==> src/rtl/logic_arbiter_pkg.sv <==
// Shared definitions for the two-requester logic-unit arbiter.
// Function codes, sequencer state encoding and operand-width defaults.
package logic_arbiter_pkg;

    localparam int unsigned FUNC_W      = 3;
    localparam int unsigned DEF_WIDTH   = 16;

    localparam logic [FUNC_W-1:0] F_AND = 3'b000;
    localparam logic [FUNC_W-1:0] F_OR  = 3'b001;
    localparam logic [FUNC_W-1:0] F_XOR = 3'b010;
    localparam logic [FUNC_W-1:0] F_NOT = 3'b011;

    typedef enum logic [1:0] {
        ST_IDLE = 2'd0,
        ST_EXEC = 2'd1,
        ST_HOLD = 2'd2
    } state_e;

    // Codes 1xx are outside the supported set.
    function automatic logic is_unsupported(input logic [FUNC_W-1:0] f);
        return f[FUNC_W-1];
    endfunction

endpackage

==> src/rtl/logic_arbiter_logic.sv <==
// Shared combinational logic unit: AND/OR/XOR/NOT with zero, negative
// and even-parity flags. Unsupported codes yield zero result and flags.
module logic_arbiter_logic
    import logic_arbiter_pkg::*;
#(
    parameter int unsigned Width = DEF_WIDTH
) (
    input  logic [Width-1:0]  a,
    input  logic [Width-1:0]  b,
    input  logic [FUNC_W-1:0] f,
    output logic [Width-1:0]  out_c,
    output logic              z_c,
    output logic              n_c,
    output logic              p_c
);

    always_comb begin
        out_c = '0;
        z_c   = 1'b0;
        n_c   = 1'b0;
        p_c   = 1'b0;
        case (f)
            F_AND:   out_c = a & b;
            F_OR:    out_c = a | b;
            F_XOR:   out_c = a ^ b;
            F_NOT:   out_c = ~a;
            default: out_c = '0;
        endcase
        // Flags are forced low for unsupported codes, including the zero flag.
        if (!is_unsupported(f)) begin
            z_c = (out_c == '0);
            n_c = out_c[Width-1];
            p_c = ~(^out_c);
        end
    end

endmodule

==> src/rtl/logic_arbiter.sv <==
// Round-robin arbiter and sequencer in front of the shared logic unit:
// accept one request, execute it, hold the tagged result until consumed.
module logic_arbiter
    import logic_arbiter_pkg::*;
#(
    parameter int unsigned Width = DEF_WIDTH
) (
    input  logic                clk,
    input  logic                rst,

    input  logic                req0_valid,
    output logic                req0_ready,
    input  logic [Width-1:0]    req0_a,
    input  logic [Width-1:0]    req0_b,
    input  logic [FUNC_W-1:0]   req0_f,

    input  logic                req1_valid,
    output logic                req1_ready,
    input  logic [Width-1:0]    req1_a,
    input  logic [Width-1:0]    req1_b,
    input  logic [FUNC_W-1:0]   req1_f,

    output logic                rsp_valid,
    input  logic                rsp_ready,
    output logic                rsp_id,
    output logic [Width-1:0]    rsp_out,
    output logic                rsp_z,
    output logic                rsp_n,
    output logic                rsp_p,
    output logic                rsp_err
);

    state_e              state_q,      state_d;
    logic                last_grant_q, last_grant_d;
    logic [Width-1:0]    a_q,          a_d;
    logic [Width-1:0]    b_q,          b_d;
    logic [FUNC_W-1:0]   f_q,          f_d;
    logic                id_q,         id_d;
    logic                rsp_valid_q,  rsp_valid_d;
    logic                rsp_id_q,     rsp_id_d;
    logic [Width-1:0]    rsp_out_q,    rsp_out_d;
    logic                rsp_z_q,      rsp_z_d;
    logic                rsp_n_q,      rsp_n_d;
    logic                rsp_p_q,      rsp_p_d;
    logic                rsp_err_q,    rsp_err_d;

    logic                grant_vld_c;
    logic                grant_id_c;
    logic [Width-1:0]    lu_out_c;
    logic                lu_z_c;
    logic                lu_n_c;
    logic                lu_p_c;

    logic_arbiter_logic #(
        .Width (Width)
    ) u_logic (
        .a     (a_q),
        .b     (b_q),
        .f     (f_q),
        .out_c (lu_out_c),
        .z_c   (lu_z_c),
        .n_c   (lu_n_c),
        .p_c   (lu_p_c)
    );

    // On a tie the requester that did not win last time is granted.
    always_comb begin
        grant_vld_c = req0_valid | req1_valid;
        grant_id_c  = 1'b0;
        if (req0_valid && req1_valid) begin
            grant_id_c = ~last_grant_q;
        end else if (req1_valid) begin
            grant_id_c = 1'b1;
        end
    end

    assign req0_ready = !rst && (state_q == ST_IDLE) && req0_valid && !grant_id_c;
    assign req1_ready = !rst && (state_q == ST_IDLE) && req1_valid &&  grant_id_c;

    always_comb begin
        state_d      = state_q;
        last_grant_d = last_grant_q;
        a_d          = a_q;
        b_d          = b_q;
        f_d          = f_q;
        id_d         = id_q;
        rsp_valid_d  = rsp_valid_q;
        rsp_id_d     = rsp_id_q;
        rsp_out_d    = rsp_out_q;
        rsp_z_d      = rsp_z_q;
        rsp_n_d      = rsp_n_q;
        rsp_p_d      = rsp_p_q;
        rsp_err_d    = rsp_err_q;

        case (state_q)
            ST_IDLE: begin
                if (grant_vld_c) begin
                    a_d          = grant_id_c ? req1_a : req0_a;
                    b_d          = grant_id_c ? req1_b : req0_b;
                    f_d          = grant_id_c ? req1_f : req0_f;
                    id_d         = grant_id_c;
                    last_grant_d = grant_id_c;
                    state_d      = ST_EXEC;
                end
            end
            ST_EXEC: begin
                rsp_out_d   = lu_out_c;
                rsp_z_d     = lu_z_c;
                rsp_n_d     = lu_n_c;
                rsp_p_d     = lu_p_c;
                rsp_err_d   = is_unsupported(f_q);
                rsp_id_d    = id_q;
                rsp_valid_d = 1'b1;
                state_d     = ST_HOLD;
            end
            ST_HOLD: begin
                if (rsp_ready) begin
                    rsp_valid_d = 1'b0;
                    state_d     = ST_IDLE;
                end
            end
            default: begin
                rsp_valid_d = 1'b0;
                state_d     = ST_IDLE;
            end
        endcase
    end

    // last_grant resets to 1 so requester 0 wins the first tie.
    always_ff @(posedge clk or posedge rst) begin
        if (rst) begin
            state_q      <= ST_IDLE;
            last_grant_q <= 1'b1;
            a_q          <= '0;
            b_q          <= '0;
            f_q          <= '0;
            id_q         <= 1'b0;
            rsp_valid_q  <= 1'b0;
            rsp_id_q     <= 1'b0;
            rsp_out_q    <= '0;
            rsp_z_q      <= 1'b0;
            rsp_n_q      <= 1'b0;
            rsp_p_q      <= 1'b0;
            rsp_err_q    <= 1'b0;
        end else begin
            state_q      <= state_d;
            last_grant_q <= last_grant_d;
            a_q          <= a_d;
            b_q          <= b_d;
            f_q          <= f_d;
            id_q         <= id_d;
            rsp_valid_q  <= rsp_valid_d;
            rsp_id_q     <= rsp_id_d;
            rsp_out_q    <= rsp_out_d;
            rsp_z_q      <= rsp_z_d;
            rsp_n_q      <= rsp_n_d;
            rsp_p_q      <= rsp_p_d;
            rsp_err_q    <= rsp_err_d;
        end
    end

    assign rsp_valid = rsp_valid_q;
    assign rsp_id    = rsp_id_q;
    assign rsp_out   = rsp_out_q;
    assign rsp_z     = rsp_z_q;
    assign rsp_n     = rsp_n_q;
    assign rsp_p     = rsp_p_q;
    assign rsp_err   = rsp_err_q;

endmodule

==> config.mk <==
export PLATFORM = sky130hd
export DESIGN_NAME = logic_arbiter
export DESIGN_NICKNAME = d
export VERILOG_FILES = /design/src/rtl/logic_arbiter_pkg.sv /design/src/rtl/logic_arbiter_logic.sv /design/src/rtl/logic_arbiter.sv
export SDC_FILE = /design/constraint.sdc
export NUM_CORES = 1
export LEC_CHECK = 0
export BUFFER_PORTS_ARGS = -buffer_cell sky130_fd_sc_hd__buf_2
export CAP_MARGIN = 30
export CORE_MARGIN = 5
export CORE_UTILIZATION = 53
export CTS_CLUSTER_SIZE = 12
export DETAILED_ROUTE_END_ITERATION = 10
export GPL_ROUTABILITY_DRIVEN = 1
export MAX_ROUTING_LAYER = met4
export PLACE_DENSITY = 0.92
export SYNTH_ARGS = -nofsm -noshare
export SYNTH_HDL_FRONTEND = slang
export SYNTH_SLANG_ARGS = --single-unit
export TNS_END_PERCENT = 50
==> constraint.sdc <==
create_clock -name clk -period 2.5 [get_ports clk]
set_input_delay 0.625 -clock clk [delete_from_list [all_inputs] [get_ports clk]]
set_output_delay 0.625 -clock clk [all_outputs]
set_load 0.05 [all_outputs]
## Word-level counts from Yosys, hierarchy flattened

Index checks and enable logic that the tools add are counted.

| storage, ports and cells | value |
|---|---|
| flip-flop bits (word level) | 61 |
| bits of input ports | 75 |
| output and inout port bits | 24 |
| logic and storage cells | 57 |

| cells by class | value |
|---|---|
| equality and inequality tests | 7 |
| muxes and demuxes | 14 |
| bitwise logic cells | 8 |
| reductions and logical operators | 15 |

Operators with widths:

| kind | number |
|---|---|
| 16-bit one-hot mux with 4 select lines | 1 |
| 16-bit two-way mux | 2 |
| 16-bit AND | 1 |
| 16-bit zero test | 1 |
| 16-bit NOT | 1 |
| 16-bit bitwise OR | 1 |
| 16-bit XOR reduction | 1 |
| 16-bit bitwise XOR | 1 |
| 3-bit by 2-bit equality test with 1-bit output (second input constant) | 2 |
| 1-bit logical AND | 6 |
| 1-bit two-way mux | 6 |
| 2-bit one-hot mux with 3 select lines | 1 |
| 2-bit AND reduction | 3 |
| 2-bit two-way mux | 2 |
| 2-bit != test (second input constant) | 2 |
| 3-bit by 1-bit equality test with 1-bit output (second input constant) | 1 |
| 3-bit zero test | 1 |
| 3-bit two-way mux | 1 |
| 1-bit NOT | 3 |
| 1-bit one-hot mux with 3 select lines | 1 |
| 2-bit by 1-bit equality test with 1-bit output (second input constant) | 1 |
| 2-bit equality test (second input constant) | 1 |
| 1-bit zero test | 2 |
| 2-bit zero test | 1 |
| 1-bit bitwise OR | 1 |

## Logic depth before layout (Yosys ltp)

Gate-level depths: netlist of the first run.

| depth | value |
|---|---|
| depth after elaboration | 5 |
| depth in mapped cells | 10 |
| mapped depth without buffers | 10 |

## Hierarchy

A second synthesis of the first run with hierarchy kept.

| unflattened totals | value |
|---|---|
| cells, all modules | 371 |
| area, all modules | 4206.5 µm² |

By module, submodules not included:

| module | instances | cells an instance | area an instance (µm²) | seq. area each (µm²) |
|---|---|---|---|---|
| logic_arbiter | 1 | 177 | 2819.0 | 1527.7 |
| logic_arbiter_logic | 1 | 194 | 1387.6 | 0.0 |

## Worst setup path after synthesis of the first run

OpenSTA, ideal clock, no wires.

| timing | value |
|---|---|
| kind | input -> output |
| start point | input port req0_valid |
| end point | output port req0_ready |
| arrival | 1639 ps |
| required time | 1875 ps |
| slack | 236 ps |
| cell stages on the path | 4 |
| path buffers | 1 |
| path through | nand2_1 -> nand2_1 -> clkbuf_1 -> and3_1 |

| between the ends | value |
|---|---|
| cells in the longest elaborated chain, start to end | 4 |
| elaborated cells on any way between the ends | 5 |
| classes of those cells | 1 x mux; 4 x reduce/logical |

RTL lines:

| item | RTL line | RTL |
|---|---|---|
| from (decl) | logic_arbiter.sv:11 | `input logic req0_valid,` |
| 1-bit logical AND | logic_arbiter.sv:70 | `if (req0_valid && req1_valid) begin` |
| 1-bit two-way mux | logic_arbiter.sv:70 |  |
| 1-bit zero test | logic_arbiter.sv:77 | `assign req0_ready = !rst && (state_q == ST_IDLE) && req0_valid && !grant_id_c;` |
| 1-bit logical AND (*) | logic_arbiter.sv:77 |  |
| to (decl) | logic_arbiter.sv:12 | `output logic req0_ready,` |

Every way passes the cells marked *; elsewhere a longest branch is shown, timed or not.

## Worst setup path after layout of the first run

| timing | value |
|---|---|
| start point | register a_q[12] |
| end point | register rsp_p_q, in the netlist rsp_p |

| between the ends | value |
|---|---|
| cells in the longest elaborated chain, start to end | 5 |
| elaborated cells on any way between the ends | 8 |
| classes of those cells | 2 x mux; 5 x bitwise; 1 x reduce/logical |

RTL lines:

| item | RTL line | RTL |
|---|---|---|
| from (decl) | logic_arbiter.sv:35 | `logic [Width-1:0] a_q, a_d;` |
| from (signal assigned) | logic_arbiter.sv:134 | `a_q <= '0;` |
| from (signal assigned) | logic_arbiter.sv:148 | `a_q <= a_d;` |
| 16-bit bitwise XOR, or another cell as far along | logic_arbiter_logic.sv:25 | `F_XOR: out_c = a ^ b;` |
| 16-bit one-hot mux with 4 select lines (*) | logic_arbiter_logic.sv:22 | `case (f)` |
| 16-bit XOR reduction (*) | logic_arbiter_logic.sv:33 | `p_c = ~(^out_c);` |
| 1-bit NOT (*) | logic_arbiter_logic.sv:33 |  |
| 1-bit two-way mux (*) | logic_arbiter_logic.sv:30 | `if (!is_unsupported(f)) begin` |
| to (signal assigned) | logic_arbiter.sv:157 | `rsp_p_q <= rsp_p_d;` |
| to (decl) | logic_arbiter.sv:44 | `logic rsp_p_q, rsp_p_d;` |

Marked as above.
A chain may end at the register's enable or synchronous reset.

==> results of run 1 <==
-- critical path, cell delays in order, from the launching register on --
cell and delay (ns):
dfrtp_1 0.39, inv_1 0.07, ha_1 0.29, mux4_2 0.47, nand2_1 0.13, ha_1 0.28, xnor2_2 0.15, xnor2_1 0.19
xnor2_1 0.12, o31ai_1 0.26
-- report_power, final --
part	switching [mW]	internal, mW	total [mW]
logic	2.55	2.02	4.56
clock network	0.408	0.891	1.30
registers	0.379	1.45	1.83
-- cell type report --
cell class / count / share of cell area, %
clock buffer: 10 / 2.877
tap: 96 / 2.510
clock inverter: 6 / 3.295
inverter: 51 / 4.001
multi-input combinational: 281 / 41.74
sequential: 61 / 31.93
timing repair buffer: 118 / 13.65
-- state kept, by name, summed over array words and instances (netlist names), 2 cells and up --
register	flops
rsp_out	16
state_q	2
a_q	16
b_q	16
f_q	3
-- synthesized netlist by cell type, drive strengths merged, types with 2 or more instances --
library cell	n
nand4	2
o21ai	18
mux2i	2
inv	50
a31oi	36
xnor2	6
ha	40
mux4	15
nor3	3
nor2	38
clkbuf	6
dfrtp	60
nand2	108
and3	2
buf	17
mux2	3
a21oi	2
-- cells by family after synthesis --
kind of cell / after synthesis
and+or+nand+nor: 155
xor gates and xnor gates: 7
muxes: 20
buffers and inverters: 74
DFF: 61
AOI/OAI and AO/OA: 59
adders and majority gates: 40
-- worst paths after layout --
kind | end | slack [ns] | cells past startpoint
worst max-delay path | rsp_p | 0.06 | 9
worst min-delay path | rsp_err | 0.47 | 2
worst max register to register | rsp_p | 0.06 | 9
worst min register to register | rsp_err | 0.47 | 2
max in group asynchronous | b_q[12] | 1.48 | 3
min in group asynchronous | rsp_id | 0.48 | 3
-- timing repair --
item	CTS	global route
setup endpoints to repair	0	1
endpoints found under the hold margin	0	0
resized for setup	0	12
buffers inserted	0	8
-- per-stage QoR --
| step | setup slack (ns) | setup TNS (ns) | utilization [%] | instances |
|---|---|---|---|---|
| 2_1_floorplan | 0.2362 | 0 | - | 416 |
| 3_3_place_gp | 0.2727 | 0 | 63.44 | 599 |
| 3_5_place_dp | 0.1242 | 0 | 63.44 | 599 |
| 4_1_cts | 0.06884 | 0 | 67.74 | 615 |
| 5_1_grt | -0.03809 | -0.03809 | 69.65 | 623 |
| 6_report | 0.06225 | 0 | 69.65 | 623 |
-- routing by layer --
metal | up-vias | GRT usage [%] | routed length, um
li1 | 1579 | - | -
met1 | 1593 | 28.09 | 3845
met2 | 134 | 38.77 | 5038
met3 | 29 | 5.737 | 657
met4 | 0 | 11.55 | 286
met5 | - | - | 0
-- placed cells by master, fill, tap and decap left out, drive strengths merged --
cell type,synthesis,routed
nand2b,1,1
and3,2,2
ha,40,40
nor2,38,38
mux4,15,15
bufinv,0,5
nand2,108,108
clkbuf,6,10
mux2,3,3
a311oi,1,1
dfstp,1,1
mux2i,2,2
a21oi,2,2
nand4,2,2
xor2,1,1
dfrtp,60,60
o21a,1,1
nor3,3,3
a31oi,36,36
o21ai,18,18
xnor2,6,6
inv,50,50
o31ai,1,1
and2,1,1
clkinvlp,0,1
clkinv,1,1
buf,17,118
==> results by group, run 1 <==
Cells and area
  • Layout Nets: 637
  • FF+latch area: 1528 um^2
  • Diode count: 0
  • Area Growth Syn to Fin: 26.79%
  • Fin area: 4785 um^2
  • Share of layout cells above drive strength 1: 32.07%
  • Multi-input logic area: 1997 um^2
  • Number of fill cells in the layout: 506

Yosys
  • Post-synthesis sequential area ratio: 40.48%
  • Synth warn: 0
  • Post-Synthesis Cells: 416
  • Largest cells by area after synthesis: dfrtp_1, ha_1, nand2_1
  • Synth Area in Adders: 13.26%
  • Predominant post-synthesis flop cell: dfrtp_1
  • XOR/XNOR Fraction of Synth Area: 1.625%
  • Simple logic cell fraction of the synthesized area: 16.35%
  • Share of the synthesized area in the top cell type: 39.79%
  • Post-Syn Area: 3774 um^2
  • Number of flops mapped to enable cells by yosys: 0
  • Cell variety after synth: 29
  • Multiplexer area fraction after synthesis: 10.38%
  • Compound-Gate Fraction of Synth Area: 9.416%
  • Cell taking the most area after synthesis: dfrtp_1
  • Flops & latches, synth: 61
  • Ys async rst share: 100.0%
  • Syn avg cell area: 9.071 um^2
  • Syn_nets: 531
  • Largest family of logic cells by synthesized area: simple AND/OR/NAND/NOR gates

Clock network
  • Clk slew on worst S/H paths: 0.07 ns
  • H-tree depth: 3
  • CTS tree: built
  • Hold_buf cts: 0
  • TritonCTS Buffers: 9
  • CTS root buffer: clkbuf_8
  • Clock latency on the worst-skew pair: 0.36 ns
  • CTS sink cnt: 61
  • Clk buf depth: 2

Global route
  • Global-route usage over all layers: 23.94%
  • Grt ovf: 0
  • Largest net degree at the start of global routing: 62
  • Vias in the first global route: 3591
  • First-pass GRT wire length: 16.00 mm
  • Initial antenna violation count: 0

STA
  • Fin crit share: 97.51%
  • Max-slew violation count: 0
  • Clk_skew: 0.007881 ns
  • Final hold slack: 0.4737 ns
  • Least-Margin Pin Slew: 0.7742 ns
  • Fin. Hold Viols: 0
  • Relative slew slack: 48.39%
  • Max Clk Rate: 410.2 MHz
  • Final setup viols: 0
  • Minimum clock period: 2.438 ns

Die
  • CORE AREA: 6869 um^2
  • Ports: 99
  • Die X: 94.38 um
  • Die Ht: 94.38 um
  • Total die area: 8908 um^2
  • Initial Utilization: 54.94%
  • Standard-cell row count: 30

Place
  • DP Area: 4358 um^2
  • IO buf count: 98
  • GP Congestion: 0.8196
  • DP HPWL: 7.055 mm

Pwr
  • PwrDens: 1607 nW/um^2
  • Worst vdd ir: 0.5752 mV
  • Pwr Total: 7.691 mW
  • Lkg Pwr: 2.479 nW

Routing
  • DR pass1 iterations: 4
  • Vias per inst: 5.353
  • Via count: 3335
  • # DRC: 0
  • Final ANT Viol Nets: 0
  • WL/cell: 15.77 um
  • Post-Route WL: 9.827 mm
  • 1st-iter DRT viols: 198

Setup path
  • Critical path class: register to register
  • Worst setup path startpoint: a_q[12]
  • Critical-path maximum fanout: 3
  • CP required: 2.76 ns
  • Setup crit start kind: register
  • R2R Path Start: a_q[12]
  • Arr. time, crit path: 2.70 ns
  • CP Capture Type: register

Job
  • Max-cap violations: 0

Outcome
  • Status: completed

Hold path
  • HP Class: register to register
  • Hold path start: rsp_err
Power figures use the tool's default switching activity.
==> inputs of run 2 (changes only) <==
Settings changed: CORE_UTILIZATION 53 to 58, PLACE_DENSITY 0.92 to 0.95.
Clock period 2.5 ns to 3 ns, I/O delays scaled along.
==> run 2 against run 1 <==
Net effect:
- via count shrank 3.4%
- global-route usage shrank 0.69 points
- clock power shrank 39%
- clock-buffer cell count is the same
- combinational power shrank 28%
- register-to-register slack gained 0.26 ns
- largest cell class unchanged
- highest routed layer unchanged
==> results by group, run 2 (synthesized netlist as in run 1, its figures left out) <==
Outcome
  • Status: completed

Setup path
  • Arr. time, crit path: 2.90 ns
  • Setup crit start kind: register
  • Worst setup path startpoint: f_q[1]
  • Critical path class: register to register
  • CP required: 3.23 ns
  • R2R Path Start: f_q[1]
  • Critical-path maximum fanout: 10
  • CP Capture Type: register

Place
  • GP Congestion: 0.9344
  • IO buf count: 98
  • Pre-CTS setup slack: 0.4281 ns
  • DP HPWL: 6.876 mm
  • DP Area: 4304 um^2

Clock network
  • CTS tree: built
  • CTS root buffer: clkbuf_8
  • Hold_buf cts: 0
  • CTS sink cnt: 61
  • TritonCTS Buffers: 9
  • Clock latency on the worst-skew pair: 0.34 ns
  • H-tree depth: 3
  • Post-CTS Resized: 0
  • Clk slew on worst S/H paths: 0.07 ns
  • Clk buf depth: 2
  • Setup bufs post-CTS: 0

Die
  • Standard-cell row count: 29
  • Die Ht: 90.66 um
  • Initial Utilization: 59.43%
  • Die X: 90.66 um
  • CORE AREA: 6350 um^2
  • Total die area: 8219 um^2
  • Ports: 99

Global route
  • First-pass GRT wire length: 15.24 mm
  • Global-route usage over all layers: 23.24%
  • Largest net degree at the start of global routing: 42
  • Initial antenna violation count: 0
  • Grt ovf: 0
  • Vias in the first global route: 3252

STA
  • Max-slew violation count: 0
  • Final setup margin: 0.3240 ns
  • RSZ-0062 raised after global routing: no
  • Setup_tns: 0 ns
  • Least-Margin Pin Slew: 0.6395 ns
  • Fin. Hold Viols: 0
  • Clk_skew: 0.009321 ns
  • Fin crit share: 89.20%
  • Max Clk Rate: 373.7 MHz
  • Relative slew slack: 57.37%
  • Minimum clock period: 2.676 ns
  • Final setup viols: 0

Routing
  • Via count: 3223
  • Final ANT Viol Nets: 0
  • DR WL met2: 4.364 mm
  • DR pass1 iterations: 4
  • Max layer used: met4
  • Met3 wire len: 679 um
  • Met1 wire length: 3.724 mm
  • 1st-iter DRT viols: 162
  • # DRC: 0
  • WL/cell: 15.28 um
  • Post-Route WL: 9.033 mm
  • Vias per inst: 5.453

Pwr
  • PwrDens: 1257 nW/um^2
  • Lkg Pwr: 2.375 nW
  • Worst vdd ir: 0.9208 mV

Cells and area
  • Layout Nets: 625
  • Commonest non-fill, non-tap cell in the layout: nand2_1
  • Area Growth Syn to Fin: 19.69%
  • Share of layout cells above drive strength 1: 28.02%
  • Fin area: 4517 um^2
  • Commonest cells after routing, fill and taps aside: nand2_1, buf_2, dfrtp_1, inv_1, ha_1
  • Diode count: 0

Job
  • Max-cap violations: 0

Hold path
  • Hold path start: rsp_out[10]
  • HP Class: register to register
-- run 2: cell types whose count changed in the layout (fill, tap and decap cells not counted), sizes merged --
cell and change:
bufinv -3, clkinvlp -1, buf -12, clkinv +3
-- run 2: metrics by stage --
stage          utilization (%)  std cells  hold slack (ns)  power [mW]
5_1_grt                  71.13        591           0.5036       6.124
2_1_floorplan                -        416           0.4766       4.067
3_5_place_dp             67.78        576           0.4723       4.830
4_1_cts                  71.13        591           0.4854       5.693
6_report                 71.13        591           0.4852       5.677
3_3_place_gp             67.78        576           0.4554       4.578
-- run 2: routing by layer --
| metal | vias to the layer above | GRT usage (%) |
|---|---|---|
| li1 | 1564 | - |
| met1 | 1507 | 29.48 |
| met4 | 0 | 10.05 |
| met2 | 125 | 36.02 |
| met3 | 27 | 5.000 |
| met5 | - | - |
-- run 2: final cells by class --
| class | count | area, um^2 |
|---|---|---|
| clock inverters | 5 | 75.07 |
| clock buffers | 10 | 137.6 |
| flip-flops and latches | 61 | 1528 |
| well taps | 77 | 96.34 |
| repair buffers | 106 | 563.0 |
| multi-input cells | 281 | 1926 |
| inverters | 51 | 191.4 |
| fillers | 435 | 1833 |
-- run 2: final timing paths --
path / slack (ns) / end / depth (start not counted)
min in group asynchronous: 0.50 / a_q[15] / 2
max in group asynchronous: 1.85 / last_grant_q / 3
setup reg to reg: 0.32 / rsp_p / 9
hold reg to reg: 0.49 / rsp_out[10] / 2
setup / recovery: 0.32 / rsp_p / 9
hold / removal: 0.49 / rsp_out[10] / 2
-- run 2: critical path, cell delays in order, from the launching register on --
cell and delay [ns]:
dfrtp_1 0.67, buf_4 0.28, mux2i_1 0.25, nor3_2 0.07, a31oi_1 0.22, ha_1 0.29, xnor2_1 0.23, xnor2_1 0.18
xnor2_1 0.11, o31ai_1 0.27
-- run 2: report_power, final --
part	leakage (nW)	switching, mW	internal, mW	total, mW
sequential	0.723	0.377	1.21	1.58
combinational	1.54	1.88	1.41	3.30
clock	0.112	0.316	0.481	0.798
==> inputs of run 3 (changes only) <==
Settings changed: CORE_UTILIZATION 58 to 59, SKIP_CTS_REPAIR_TIMING set to 1, SYNTH_HIERARCHICAL set to 1.
==> run 3 against run 2 <==
Net effect:
- non-clock buffer count shrank 1
- total power grew 12%
- worst setup slack lost 0.060 ns
- flip-flop and latch count is the same
- sequential power grew 4%
- critical path type unchanged
- area after synthesis grew 11%
- register-to-register slack lost 0.06 ns
==> results by group, run 3 <==
STA
  • Least-Margin Pin Slew: 0.7800 ns
  • Final setup viols: 0
  • Fin. Hold Viols: 0
  • Max Clk Rate: 365.5 MHz
  • Max-slew violation count: 0
  • Fin crit share: 91.21%
  • RSZ-0062 raised after global routing: no
  • Minimum clock period: 2.736 ns
  • Final hold slack: 0.4853 ns
  • Final setup margin: 0.2637 ns
  • Relative slew slack: 48.00%
  • Clk_skew: 0.009133 ns

Yosys
  • Number of flops mapped to enable cells by yosys: 0
  • Cell taking the most area after synthesis: dfrtp_1
  • Ys async rst share: 100.0%
  • Cell variety after synth: 31
  • Syn_nets: 486
  • Synth top cells by count: mux2_2, dfrtp_1, ha_1
  • Flops & latches, synth: 61
  • Largest cells by area after synthesis: dfrtp_1, mux2_2, ha_1
  • Top-count cell post-synth: mux2_2
  • Post-Syn Area: 4207 um^2
  • Syn avg cell area: 11.34 um^2
  • Share of the synthesized area in the top cell type: 35.69%
  • Predominant post-synthesis flop cell: dfrtp_1
  • Post-synthesis sequential area ratio: 36.32%
  • Synth warn: 6
  • Post-Synthesis Cells: 371

Global route
  • Global-route usage over all layers: 21.29%
  • Largest net degree at the start of global routing: 62
  • Vias in the first global route: 3171
  • Grt ovf: 0
  • Initial antenna violation count: 0
  • First-pass GRT wire length: 14.26 mm

Routing
  • DR pass1 iterations: 4
  • DR WL met2: 4.749 mm
  • 1st-iter DRT viols: 137
  • WL/cell: 15.93 um
  • Met1 wire length: 3.603 mm
  • Met3 wire len: 496 um
  • # DRC: 0
  • Final ANT Viol Nets: 0
  • Vias per inst: 5.373
  • Post-Route WL: 8.998 mm
  • Max layer used: met4
  • Via count: 3036

Setup path
  • CP required: 3.22 ns
  • Arr. time, crit path: 2.96 ns
  • CP Capture Type: register
  • Critical-path maximum fanout: 43
  • Setup crit start kind: register
  • Critical path class: register to register

Cells and area
  • Share of layout cells above drive strength 1: 50.53%
  • Commonest cells after routing, fill and taps aside: buf_2, mux2_2, dfrtp_1, ha_1, inv_1
  • Multi-input logic area: 2321 um^2
  • Util after Layout: 72.22%
  • Layout Nets: 579
  • Number of fill cells in the layout: 509
  • FF+latch area: 1529 um^2
  • Area Growth Syn to Fin: 17.94%
  • Diode count: 0
  • Commonest non-fill, non-tap cell in the layout: buf_2

Clock network
  • Clk buf depth: 2
  • Clk slew on worst S/H paths: 0.07 ns
  • TritonCTS Buffers: 9
  • H-tree depth: 3
  • CTS root buffer: clkbuf_8
  • Clock latency on the worst-skew pair: 0.34 ns
  • CTS tree: built
  • CTS sink cnt: 61

Hold path
  • HP Class: register to register

Pwr
  • Pwr Total: 6.330 mW
  • Worst vdd ir: 0.8034 mV
  • PwrDens: 1276 nW/um^2
  • Lkg Pwr: 2.608 nW

Place
  • Pre-CTS setup slack: 0.3989 ns
  • GP Congestion: 0.8237
  • DP HPWL: 6.567 mm
  • IO buf count: 98

Die
  • Standard-cell row count: 30
  • Initial Utilization: 61.24%
  • CORE AREA: 6869 um^2
  • Die X: 94.44 um
  • Die Ht: 94.44 um
  • Total die area: 8918 um^2
  • Ports: 99

Outcome
  • Status: completed

Job
  • Max-cap violations: 0
-- run 3: cell type report --
class | instances | area share [%]
timing repair buffer | 105 | 11.20
tap | 96 | 2.421
sequential | 61 | 30.82
clock inverter | 3 | 1.311
multi-input combinational | 237 | 46.78
clock buffer | 13 | 3.607
inverter | 50 | 3.859
-- run 3: critical path, cell delays in order, from the launching register on --
cell and delay, ns:
dfrtp_2 0.61, buf_12 0.26, nor2b_1 0.07, a211oi_1 0.32, a211o_1 0.19, ha_1 0.25
xnor2_1 0.14, xnor2_1 0.24, xnor2_1 0.17, nor2_1 0.07, mux2_2 0.30
-- run 3: per-stage QoR --
step           area, um^2  setup TNS [ns]  instances
2_1_floorplan        4210         -0.4314        371
3_3_place_gp         4717               0        549
3_5_place_dp         4717               0        549
4_1_cts              4961               0        565
5_1_grt              4961               0        565
6_report             4961               0        565
-- run 3: logic make-up after synthesis --
family,Yosys count,synth area share (%)
adder cells (fa/ha/maj),40,11.90
AND/OR/NAND/NOR,42,5.414
AO/OA/AOI/OAI,57,9.726
flip-flops,61,36.32
XOR/XNOR,7,1.457
multiplexers,91,26.59
buffers and inverters,73,8.596
-- run 3: path summary, 6_finish.rpt --
check                          start    endpoint  slack [ns]  depth (start not counted)
max                           f_q[1]       rsp_p        0.26                         10
min                        rsp_valid   rsp_valid        0.49                          1
max reg2reg                   f_q[1]       rsp_p        0.26                         10
min reg2reg                rsp_valid   rsp_valid        0.49                          1
max in group asynchronous        rst      f_q[1]        1.78                          3
min in group asynchronous        rst  state_q[1]        0.66                          3
-- run 3: power by group --
group / leakage [nW] / internal (mW) / switching, mW
registers: 0.736 / 1.23 / 0.410
clock network: 0.126 / 0.557 / 0.313
logic: 1.75 / 1.76 / 2.06
total: 2.61 / 3.55 / 2.78
-- run 3: layer usage --
| metal | global-route usage, % | vias up |
|---|---|---|
| li1 | - | 1462 |
| met1 | 22.72 | 1454 |
| met2 | 38.53 | 107 |
| met3 | 5.737 | 13 |
| met4 | 6.258 | 0 |
| met5 | - | - |
